<file path="src/rtl/serial_addsub.sv">
// serial_addsub: bit-serial adder/subtractor, LSB first, one bit per clock.
// Ports: clock, reset (sync, high), start, mode (0 add, 1 sub), a_in, b_in
//   in; busy, done, so, result, carry_out, borrow, overflow, magnitude out.
// Define SERIAL_ADDSUB_MAGNITUDE_EN to build the |A-B| magnitude register;
// without it the magnitude port is tied to 0.
module serial_addsub #(
   parameter int WIDTH = 8
) (
   input  logic             clock,
   input  logic             reset,
   input  logic             start,
   input  logic             mode,
   input  logic [WIDTH-1:0] a_in,
   input  logic [WIDTH-1:0] b_in,
   output logic             busy,
   output logic             done,
   output logic             so,
   output logic [WIDTH-1:0] result,
   output logic             carry_out,
   output logic             borrow,
   output logic             overflow,
   output logic [WIDTH-1:0] magnitude
);

   localparam int CW = $clog2(WIDTH);

   typedef enum logic [1:0] {
      S_IDLE,
      S_SHIFT,
      S_DONE
   } state_t;

   state_t r_state;
   state_t w_next;

   logic [CW-1:0]    r_cnt;
   logic [WIDTH-1:0] r_a;
   logic [WIDTH-1:0] r_b;
   logic [WIDTH-1:0] r_res;
   logic             r_mode;
   logic             r_carry;
   logic             r_co;
   logic             r_bw;
   logic             r_ov;

   logic w_accept;
   logic w_shift;
   logic w_bb;
   logic w_sum;
   logic w_cnext;
   logic w_last;

   // Subtract is A + ~B + 1: B is inverted bit by bit and the
   // carry register is seeded with mode.
   assign w_bb    = r_b[0] ^ r_mode;
   assign w_sum   = r_a[0] ^ w_bb ^ r_carry;
   assign w_cnext = (r_a[0] & w_bb) | (r_a[0] & r_carry) | (w_bb & r_carry);
   assign w_last  = (r_cnt == CW'(WIDTH - 1));

   always_ff @(posedge clock) begin
      if (reset) begin
         r_state <= S_IDLE;
      end else begin
         r_state <= w_next;
      end
   end

   always_comb begin
      w_next   = r_state;
      w_accept = 1'b0;
      w_shift  = 1'b0;
      busy     = 1'b0;
      done     = 1'b0;
      so       = 1'b0;
      unique case (r_state)
         S_IDLE: begin
            if (start) begin
               w_accept = 1'b1;
               w_next   = S_SHIFT;
            end
         end
         S_SHIFT: begin
            w_shift = 1'b1;
            busy    = 1'b1;
            so      = w_sum;
            if (w_last) begin
               w_next = S_DONE;
            end
         end
         S_DONE: begin
            done   = 1'b1;
            w_next = S_IDLE;
         end
         default: begin
            w_next = S_IDLE;
         end
      endcase
   end

   always_ff @(posedge clock) begin
      if (reset) begin
         r_a     <= '0;
         r_b     <= '0;
         r_res   <= '0;
         r_mode  <= 1'b0;
         r_carry <= 1'b0;
         r_cnt   <= '0;
         r_co    <= 1'b0;
         r_bw    <= 1'b0;
         r_ov    <= 1'b0;
      end else if (w_accept) begin
         r_a     <= a_in;
         r_b     <= b_in;
         r_mode  <= mode;
         r_carry <= mode;
         r_cnt   <= '0;
         r_res   <= '0;
         r_co    <= 1'b0;
         r_bw    <= 1'b0;
         r_ov    <= 1'b0;
      end else if (w_shift) begin
         r_a     <= r_a >> 1;
         r_b     <= r_b >> 1;
         r_carry <= w_cnext;
         r_cnt   <= r_cnt + 1'b1;
         r_res   <= {w_sum, r_res[WIDTH-1:1]};
         if (w_last) begin
            // r_carry here is the carry into the MSB
            r_co <= w_cnext;
            r_bw <= r_mode & ~w_cnext;
            r_ov <= r_carry ^ w_cnext;
         end
      end
   end

   assign result    = r_res;
   assign carry_out = r_co;
   assign borrow    = r_bw;
   assign overflow  = r_ov;

`ifdef SERIAL_ADDSUB_MAGNITUDE_EN
   logic [WIDTH-1:0] r_mag;
   logic [WIDTH-1:0] w_fin;

   assign w_fin = {w_sum, r_res[WIDTH-1:1]};

   always_ff @(posedge clock) begin
      if (reset) begin
         r_mag <= '0;
      end else if (w_accept) begin
         r_mag <= '0;
      end else if (w_shift && w_last) begin
         if (r_mode & ~w_cnext) begin
            r_mag <= ~w_fin + 1'b1;
         end else begin
            r_mag <= w_fin;
         end
      end
   end

   assign magnitude = r_mag;
`else
   assign magnitude = '0;
`endif

endmodule

</file>
<file path="config.mk">
export PLATFORM = sky130hd
export DESIGN_NAME = serial_addsub
export DESIGN_NICKNAME = d
export VERILOG_FILES = /design/src/rtl/serial_addsub.sv
export SDC_FILE = /design/constraint.sdc
export NUM_CORES = 1
export LEC_CHECK = 0
export ABC_AREA = 1
export CORE_UTILIZATION = 40
export DETAILED_ROUTE_END_ITERATION = 8
export GPL_TIMING_DRIVEN = 0
export PLACE_DENSITY_LB_ADDON = 0.15
export SLEW_MARGIN = 40
export SYNTH_ARGS = -nofsm -noshare
export SYNTH_HDL_FRONTEND = slang
export SYNTH_SLANG_ARGS = --single-unit
</file>
<file path="constraint.sdc">
create_clock -name clock -period 2.5 [get_ports clock]
set_clock_uncertainty 0.2 [all_clocks]
set_input_delay 0.25 -clock clock [delete_from_list [all_inputs] [get_ports clock]]
set_output_delay 0.25 -clock clock [all_outputs]
set_load 0.01 [all_outputs]
</file>
==> results.toml <==
[worst_setup_path]
path_cells = "inv_1 > nor2_2 > buf_4 > clkdlybuf4s50_1"
cpLargestDelayFamily = "buffers and inverters"
r2r_cells = 6
crit_buf_inv = 3
crit_path_max_fanout = 10
critical-path-max-stage-delay_ns = 0.54
critPathArrivalTime_ns = 1.61
crit_path_end_kind = "output port"
crit_slowest_cell = "clkdlybuf4s50_1"
path_depth = 4
worstSetupStartpointType = "flip-flop"
critical_path_required_ns = 2.05
path_class = "flip-flop to output port"

[cts]
cts_buffers = 5
root_buffer = "clkbuf_8"
post_cts_buffers = 0
clkTransAtPathRegs_ns = 0.07
cts_tree = "yes"
cts.sinks = 34
clock_latency_ns = 0.28
cts.path.max_buffers = 2
cts_max_level = 2

[sta]
clock.fmax_mhz = 485.1
setup-violations-final = 0
rsz0062_at_grt = "false"
fin_crit_ns = 2.061
hold_viol_final = 0
slew_viol_final = 0
layout_setup_ws_ns = 0.4386
period_share_pct = 82.46
whs_ns = 0.2681
tns_ns = 0

[placed_design]
gp_congestion = 0.7886
dpl_worst_slack_ns = 0.4129
dp_cells = 333
dp_hpwl_um = 2514
portBuffers = 33

[hold_path]
hold_depth = 2
holdCritPathClass = "flip-flop to flip-flop"

[synth]
ys_seq_area_share_pct = 40.87
synth.avg_cell_area_um2 = 6.853
synth-compound-area-share_pct = 14.12
synth_top_family_by_area = "simple AND/OR/NAND/NOR gates"
synth_top_area_share_pct = 40.87
synth.mux.area_fraction_pct = 0
syn_inst = 243
synthAdderAreaFrac_pct = 2.705
synthTopCellsByArea = "dfxtp_1 41%, nand2_1 11%, a21oi_1 9.3%"
yosys.area_share.simple_pct = 26.22
yosysTopAreaCell = "dfxtp_1"
synth_cell_types = 20
ys_warn_count = 0
syn-cell-area_mm2 = 0.001665
synthXorXnorAreaFrac_pct = 1.052
synth_seq_cells = 34

[floorplan]
rows = 23
die_area_mm2 = 0.004426
io_pins = 42
initial_core_util_pct = 41.63
die_height_um = 66.53
core_mm2 = 0.004000
fp.dieW_um = 66.53

[finish]
diodes = 0
area_delta_synth_final_pct = 31.03
fillers = 410
layout_common_cells = "50 x nand2_1, 37 x nor2_1, 34 x dfxtp_1, 32 x clkdlybuf4s50_1, 31 x a21oi_1"
final_layout_size_suffix_gt1_share_pct = 10.65
final_common_cell = "nand2_1"
nets = 313
fin_cells = 341
final_core_util_pct = 54.55

[pwr]
irDropWorstVdd_uv = 278.2
power.leakage_nw = 0.9720
power.density_mw_per_mm2 = 564.7

[routing]
wl_um = 3456
drtIter0Drc = 90
vias_per_cell = 4.528
wire_per_inst_um = 10.13
final_antenna_net_count = 0
via_count = 1544
drt_pre_antenna_iters = 4
drc = 0

[global_routing]
grt_max_degree = 12
grt_pass1_vias = 1364
grt_use_total_pct = 18.17
antenna_found_initial = 0
gr-total-overflow = 0
grt_pass1_wl_um = 6023

[job]
cap_violations = 0

[outcome]
status = "finished clean"
## logic make-up (layout without fill, tap and decap cells)
| kind of cell | count (synthesis) | count (layout) |
|---|---|---|
| flip-flops | 34 | 34 |
| XOR/XNOR | 2 | 2 |
| other | 1 | 8 |
| buffers and inverters | 48 | 89 |
| adder cells (fa/ha/maj) | 3 | 3 |
| AND/OR/NAND/NOR | 108 | 108 |
| AO/OA/AOI/OAI | 47 | 47 |
## worst register-to-register path: cells and delay by family, from the launching register on
kind	cells	cell delay [ns]
xor+xnor	1	0.14
fa+ha+maj	1	0.43
compound gates	1	0.14
simple gates	2	0.11
buf+inv	1	0.10
flops	1	0.33
## area by class of cell
class	instances	area (um2)	share of cell area [%]
well taps	50	62.56	2.867
clock inverters	2	12.51	0.5734
clock buffers	6	82.58	3.784
plain buffers	21	145.1	6.651
repair buffers	33	332.8	15.25
multi-input cells	168	764.5	35.03
flip-flops and latches	34	680.7	31.19
inverters	27	101.3	4.644
## state kept, by name, indices dropped and copies added (netlist names), 2 cells and up
| register | flops |
|---|---|
| r_a | 8 |
| r_b | 8 |
| result | 8 |
| r_cnt | 3 |
| r_state | 2 |
## routing by layer
layer	up-vias	GRT usage (%)	part of all wire, %
li1	841	-	-
met1	660	23.08	50
met2	36	29.97	45
met3	7	4.110	3.8
met4	0	6.383	1.5
met5	-	0	0
## timing repair
action	4_1_cts	5_1_grt
setup endpoints to repair	0	1
hold buffers	0	0
gates resized for setup	0	1
## per-stage QoR
step           area, um2  power (mW)
2_1_floorplan       1692      0.7475
3_3_place_gp        2085      0.8210
5_1_grt             2182       1.305
3_5_place_dp        2085      0.8221
4_1_cts             2180       1.246
6_report            2182       1.232
## path summary, 6_finish.rpt
path / start / endpoint / slack (ns)
worst min register to register: carry_out / carry_out / 0.27
worst min-delay path: carry_out / carry_out / 0.27
worst max-delay path: r_state[0] / busy / 0.44
worst max register to register: r_mode / overflow / 0.96
## power by group
group	internal, mW	leakage [nW]	switching [mW]
clock	0.221	0.0472	0.202
combinational	0.102	0.647	0.121
sequential	0.571	0.278	0.0155
total	0.894	0.972	0.338
## synthesized netlist by cell type
| library cell | n |
|---|---|
| a21oi_1 | 31 |
| buf_2 | 5 |
| buf_4 | 10 |
| buf_6 | 3 |
| clkbuf_1 | 3 |
| conb_1 | 1 |
| dfxtp_1 | 34 |
| fa_1 | 1 |
| ha_1 | 2 |
| inv_1 | 26 |
| inv_2 | 1 |
| nand2_1 | 50 |
| nand2_2 | 2 |
| nand3_1 | 17 |
| nor2_1 | 37 |
| nor2_2 | 2 |
| o21ai_0 | 13 |
| o21ai_1 | 3 |
| xnor2_1 | 1 |
| xor2_1 | 1 |
(Power assumes the default switching activity.)
